--- src/rtl/calc_pkg.sv ---
// Shared types and constants for the operand-collection controller.
// State encoding and the one-hot datapath load strobes live here so the bench and RTL agree.
package calc_pkg;

    typedef enum logic [2:0] {
        S_A    = 3'd0,
        S_B    = 3'd1,
        S_C    = 3'd2,
        S_D    = 3'd3,
        S_DONE = 3'd4
    } state_t;

    localparam logic [2:0] CAP_A = 3'b001;
    localparam logic [2:0] CAP_B = 3'b010;
    localparam logic [2:0] CAP_C = 3'b100;

endpackage

--- src/rtl/calc_op_counter.sv ---
// Free-running count of completed operations.
// Wraps silently at 2^CNT_W.
module calc_op_counter #(
    parameter int CNT_W = 8
) (
    input  logic             clock,
    input  logic             rst_n,
    input  logic             inc,
    output logic [CNT_W-1:0] count
);

    localparam logic [CNT_W-1:0] ONE = {{(CNT_W-1){1'b0}}, 1'b1};

    logic [CNT_W-1:0] r_count;

    always_ff @(posedge clock) begin
        if (!rst_n) begin
            r_count <= '0;
        end else if (inc) begin
            r_count <= r_count + ONE;
        end
    end

    assign count = r_count;

endmodule

--- src/rtl/calc_controller.sv ---
// Sequences four operands into datapath registers A/B/C and then issues the compute strobe.
// Strobes are combinational from state/valid/abort so the datapath loads on the valid edge.
//
//   state  | meaning
//   S_A    | idle, next operand loads A
//   S_B    | A held, next operand loads B
//   S_C    | A/B held, next operand loads C
//   S_D    | A/B/C held, next operand triggers (A+B)-(C+operand)
//   S_DONE | datapath result valid, done pulses, operands ignored
module calc_controller
    import calc_pkg::*;
#(
    parameter int CNT_W = 8
) (
    input  logic             clock,
    input  logic             rst_n,
    input  logic             valid,
    input  logic             abort,
    output logic [2:0]       capture,
    output logic             op,
    output logic             ready,
    output logic             busy,
    output logic             done,
    output logic [CNT_W-1:0] op_count
);

    state_t r_state;
    state_t w_next_state;

    always_ff @(posedge clock) begin
        if (!rst_n) begin
            r_state <= S_A;
        end else begin
            r_state <= w_next_state;
        end
    end

    always_comb begin
        w_next_state = r_state;
        capture      = '0;
        op           = 1'b0;
        ready        = 1'b1;
        busy         = 1'b1;
        done         = 1'b0;

        case (r_state)
            S_A: begin
                busy = 1'b0;
                if (!abort && valid) begin
                    capture      = CAP_A;
                    w_next_state = S_B;
                end
            end
            S_B: begin
                if (abort) begin
                    w_next_state = S_A;
                end else if (valid) begin
                    capture      = CAP_B;
                    w_next_state = S_C;
                end
            end
            S_C: begin
                if (abort) begin
                    w_next_state = S_A;
                end else if (valid) begin
                    capture      = CAP_C;
                    w_next_state = S_D;
                end
            end
            S_D: begin
                if (abort) begin
                    w_next_state = S_A;
                end else if (valid) begin
                    op           = 1'b1;
                    w_next_state = S_DONE;
                end
            end
            S_DONE: begin
                // abort is ignored here so a finished result is never thrown away
                ready        = 1'b0;
                done         = 1'b1;
                w_next_state = S_A;
            end
            default: begin
                w_next_state = S_A;
            end
        endcase

        if (!rst_n) begin
            capture = '0;
            op      = 1'b0;
            done    = 1'b0;
            busy    = 1'b0;
        end
    end

    calc_op_counter #(
        .CNT_W (CNT_W)
    ) u_op_counter (
        .clock (clock),
        .rst_n (rst_n),
        .inc   (op),
        .count (op_count)
    );

endmodule

--- config.mk ---
export PLATFORM = sky130hd
export DESIGN_NAME = calc_controller
export DESIGN_NICKNAME = d
export VERILOG_FILES = /design/src/rtl/calc_pkg.sv /design/src/rtl/calc_op_counter.sv /design/src/rtl/calc_controller.sv
export SDC_FILE = /design/constraint.sdc
export NUM_CORES = 1
export LEC_CHECK = 0
export ABC_AREA = 1
export BUFFER_PORTS_ARGS = -buffer_cell sky130_fd_sc_hd__buf_2
export CAP_MARGIN = 20
export CORE_MARGIN = 4
export CORE_UTILIZATION = 36
export CTS_BUF_LIST = sky130_fd_sc_hd__clkbuf_2
export CTS_CLUSTER_SIZE = 24
export DETAILED_ROUTE_END_ITERATION = 7
export GPL_TIMING_DRIVEN = 0
export PLACE_DENSITY = 0.59
export SLEW_MARGIN = 30
export SYNTH_ARGS = -nofsm -noshare
export SYNTH_HDL_FRONTEND = slang
export SYNTH_SLANG_ARGS = --single-unit
--- constraint.sdc ---
create_clock -name clock -period 2.93 [get_ports clock]
set_clock_uncertainty 0.15 [all_clocks]
set_input_delay 0.1465 -clock clock [delete_from_list [all_inputs] [get_ports clock]]
set_output_delay 0.1465 -clock clock [all_outputs]
set_load 0.01 [all_outputs]
# Word-level counts from Yosys, hierarchy flattened
# Cells that the tools add are included.
# op_classes
add_sub_neg,1
eq_ne,8
muxes,24
reduce_logical,4
# op_table
operator,n
3-bit 2-to-1 mux,10
3-bit case mux with 4 select lines,1
1-bit 2-to-1 mux,10
3-bit != test (second input constant),3
3-bit case mux with 3 select lines,1
8-bit by 1-bit adder with 8-bit output (second input constant),1
3-bit by 2-bit == test with 1-bit output (second input constant),2
2-bit 2-to-1 mux,2
4-bit AND reduction,1
3-bit by 1-bit == test with 1-bit output (second input constant),1
3-bit == test (second input constant),1
3-bit zero test,1
2-bit != test (second input constant),1
1-bit logical AND,1
1-bit zero test,1
# totals
reg_bits,11
out_inout_bits,15

# Depth between registers and ports, before layout
# logic_depth
word_depth,5
depth_mapped,7
mapped_depth_nobuf,7

# By module
# From an unflattened synthesis, not the netlist that was laid out.
# unflattened
cells_unflattened,88
hier_area_um2,563.0
# by_module_without_submodules
mod,instances,cells_per_inst,area_each_um2,seq_area_each_um2
calc_op_counter,1,48,349.1,160.2
calc_controller,1,40,214.0,60.1

# Worst setup path after synthesis
# OpenSTA, ideal clock, no wires.
# synth_path
kind,register -> register
from,register u_op_counter.r_count[0] (netlist: u_op_counter.count[0])
to,register u_op_counter.r_count[4] (netlist: u_op_counter.count[4])
arrival_time_ns,1.078
t_required_ns,2.664
setup_slack_ns,1.586
stages_incl_launch_ff,7
cell_sequence,dfxtp_1 > ha_1 > nand2_1 > nor2_1 > nand2_1 > o21ai_0 > nor2_1
# synth_between
elab_chain_len,1
# synth_rtl
element,line,text
"start, declared",calc_op_counter.sv:14,logic [CNT_W-1:0] r_count;
"start signal, assigned",calc_op_counter.sv:20,r_count <= r_count + ONE;
8-bit by 1-bit adder with 8-bit output,calc_op_counter.sv:20,
# Every way passes these cells.
# A chain may end at the register's enable or synchronous reset.

# Worst setup path after layout
# layout_path
from,input port rst_n
to,output port op
# layout_between
elab_chain_len,1
# layout_rtl
element,line,text
"start, declared",calc_controller.sv:16,"input logic rst_n,"
1-bit 2-to-1 mux,calc_controller.sv:89,if (!rst_n) begin
"end, declared",calc_controller.sv:20,"output logic op,"
# Every way passes these cells.

==> flow_summary_export.csv <==
group,metric,value,unit
grt,antenna_violations_before_repair,0,
placed_design,place.port_buffers,17,
final_layout,finalNonFillerCells,131,
final_layout,final_core_utilization,48.7,%
logic_synthesis,synth.yosys.seq_area_share,34.8,%
timing,tightestPinTransition,0.259,ns
clock_tree,tritoncts.num_buffers,3,
pwr,power_density_over_the_cells,367,mW/mm^2
timing,worst_slew_margin_rel,82.6,%
grt,grt_pass1_vias,536,
logic_synthesis,synthesis.nets,98,
floorplan,design.portCount,19,
timing,finalCritPeriodShare,58.8,%
clock_tree,clk_latency,0.25,ns
clock_tree,htree_num_levels,1,
timing,setup_tns_final,0,ns
hold_path,worstHoldStart,"valid",
grt,grt_start_max_net_pins,11,
critical_path,cp.required,2.63,ns
detailed_routing,highest_layer,"met4",
placed_design,placed_cells,126,
placed_design,placed_cell_area,738,um^2
detailed_routing,route.met2.wl,580,um
timing,timing.final.hold_violations,0,
final_layout,synthesis_to_layout_area_growth,21.3,%
detailed_routing,vias_per_cell,4.75,
logic_synthesis,yosys_warnings,0,
floorplan,placeableCoreArea,0.00158,mm^2
status,outcome,"complete, no violations",
critical_path,crit_path_max_fanout,10,
detailed_routing,post_drt_wl_per_cell,10.2,um
timing,timing.final.setup_violations,0,
timing,unrepaired_setup_endpoints_after_global_routing,"no",
final_layout,final-seq-area,220,um^2
detailed_routing,detail_route.wirelength.met1,672,um
pwr,vdd_drop_max,0.180,mV
timing,setup_ws,1.21,ns
critical_path,timing.critical_path.from_type,"input port",
grt,grt_overflow,0,
clock_tree,max-clock-path-buffers,2,
grt,global_route.usage.total,12.3,%
pwr,cellLeakagePower,0.374,nW
logic_synthesis,synth_top_cell_by_area,"sky130_fd_sc_hd__dfxtp_1",
grt,wire_length_of_the_first_global_routing_pass,2.35,mm
detailed_routing,dr.pass1.iters,4,
critical_path,critPathLaunch,"rst_n",
clock_tree,ctsRootBufferMaster,"sky130_fd_sc_hd__clkbuf_2",
floorplan,die_w,49.9,um
critical_path,worstSetupPathType,"input port to output port",
timing,maxSlewViolCount,0,
final_layout,multiInputGateArea,334,um^2
logic_synthesis,area_share_of_fa_ha_maj_cells_after_synthesis,1.98,%
clock_tree,post-cts-setup-buffers,0,
floorplan,die_height,49.9,um
logic_synthesis,synthesized_area_fraction_occupied_by_xor_and_xnor_cells,1.38,%
critical_path,end_kind,"output port",
logic_synthesis,muxShareOfSynthArea,0,%
detailed_routing,drtIter0Drc,4,
floorplan,rows,14,
logic_synthesis,synth_cell_types,19,
logic_synthesis,synth_seq_cells,11,
timing,fmax,580,MHz
final_layout,finish.net_count,121,
logic_synthesis,netlist.area_leader.share,34.8,%
detailed_routing,vias,622,
critical_path,crit-reg2reg-launch,"r_state[2]",
clock_tree,clock_sink_count,11,
run,maxCapViolations,0,
logic_synthesis,largest_family_of_logic_cells_by_synthesized_area,"simple AND/OR/NAND/NOR gates",
final_layout,drive_gt1_share,26.1,%
floorplan,start_util,40.2,%
logic_synthesis,postSynthCellCount,93,
clock_tree,cts_tree,"built",
critical_path,worst-endpoint-arrival,1.43,ns
final_layout,stdcell_area,768,um^2
placed_design,gp_congestion,0.742,
logic_synthesis,synth_compound_area_share,12.5,%
hold_path,hold_class,"input port to register",
detailed_routing,routed-wl-met3,67,um
detailed_routing,postRouteAntennaNets,0,
logic_synthesis,post_synth_instance_area,633,um^2
final_layout,antennaDiodeCount,0,
logic_synthesis,synth.avg_cell_area,6.81,um^2
detailed_routing,drt_drc_violations_left,0,
floorplan,die_area,0.00249,mm^2
timing,layout_min_cycle_time,1.72,ns
placed_design,hpwl,1.01,mm
logic_synthesis,post_synth_and_or_nand_nor_area_fraction,37.0,%
clock_tree,post_cts_hold_buffer_count,1,
logic_synthesis,synth.area.top_cells,"sky130_fd_sc_hd__dfxtp_1 (35%), sky130_fd_sc_hd__nand2_1 (11%), sky130_fd_sc_hd__inv_1 (8.9%)",
clock_tree,number_of_resized_instances_in_the_post_cts_repair_step,0,
placed_design,place_ws,1.53,ns
final_layout,n_fill_cell,159,
clock_tree,clkTransAtPathRegs,0.11,ns
detailed_routing,detailed_route_wire_length,1.33,mm
## synth_stat cells
| library cell | number |
|---|---|
| sky130_fd_sc_hd__nor2_4 | 1 |
| sky130_fd_sc_hd__nor2_1 | 13 |
| sky130_fd_sc_hd__a31oi_1 | 1 |
| sky130_fd_sc_hd__nor3_1 | 1 |
| sky130_fd_sc_hd__nand4_1 | 2 |
| sky130_fd_sc_hd__o21ai_0 | 5 |
| sky130_fd_sc_hd__or2_2 | 1 |
| sky130_fd_sc_hd__ha_1 | 1 |
| sky130_fd_sc_hd__xnor2_1 | 1 |
| sky130_fd_sc_hd__a21oi_1 | 6 |
| sky130_fd_sc_hd__nand2_1 | 19 |
| sky130_fd_sc_hd__nand2_2 | 1 |
| sky130_fd_sc_hd__buf_6 | 2 |
| sky130_fd_sc_hd__inv_1 | 15 |
| sky130_fd_sc_hd__dfxtp_1 | 11 |
| sky130_fd_sc_hd__nand3_2 | 1 |
| sky130_fd_sc_hd__a21oi_2 | 2 |
| sky130_fd_sc_hd__nand3_4 | 1 |
| sky130_fd_sc_hd__nand3_1 | 9 |
## flip-flops by register name, summed over array words and instances (netlist names)
name	cells
r_state	3
u_op_counter.count	8
## cells in the final DEF, fill, tap and decap left out, drive strengths merged
cell / count
xnor2: 1
nor3: 1
a31oi: 1
inv: 15
nor2: 14
a21oi: 8
buf: 19
nand4: 2
nand2: 20
or2: 1
ha: 1
dfxtp: 11
o21ai: 5
nand3: 11
clkbuf: 4
dlygate4sd3: 1
## final timing paths
path,end,slack [ns],cells after the start
worst min-delay path,r_state[2],0.06,3
worst min register to register,u_op_counter.count[0],0.36,1
worst max-delay path,op,1.21,6
worst max register to register,u_op_counter.count[7],1.51,7
## layout make-up
type,count,share of cell area [%]
Sequential cell,11,28.7
Clock buffer,4,2.61
Timing Repair Buffer,18,12.4
Multi-Input combinational cell,65,43.5
Buffer,2,2.93
Tap cell,16,2.61
Inverter,15,7.33
## cell families (layout without fill, tap and decap cells)
kind of cell,Yosys count,after routing
AO/OA/AOI/OAI,14,14
XOR/XNOR,1,1
adder cells (fa/ha/maj),1,1
buffers and inverters,17,39
flip-flops,11,11
AND/OR/NAND/NOR,49,49
## stage by stage
stage | power, mW | hold slack, ns
after floorplan | 0.188 | 0.171
after global placement | 0.198 | 0.267
after detailed placement | 0.198 | 0.270
after CTS | 0.285 | 0.0502
after global routing | 0.301 | 0.0568
final | 0.282 | 0.0597
## power breakdown
part	internal (mW)	total (mW)	switching, mW	leakage [nW]
Clock	0.0363	0.0865	0.0503	0.0166
Sequential	0.153	0.157	0.00396	0.0889
Combinational	0.0153	0.0391	0.0238	0.268
## per-layer routing
layer	track usage, %	up-vias
li1	-	343
met1	16.5	263
met2	17.2	14
met3	3.61	2
met4	6.91	0
met5	0	-
## critical path, stage by stage
cell and delay [ns]:
sky130_fd_sc_hd__dlygate4sd3_1 0.54, sky130_fd_sc_hd__buf_6 0.15, sky130_fd_sc_hd__nand3_4 0.12, sky130_fd_sc_hd__nor2_4 0.17, sky130_fd_sc_hd__buf_6 0.16, sky130_fd_sc_hd__buf_2 0.13
Power figures use the tool's default switching activity.
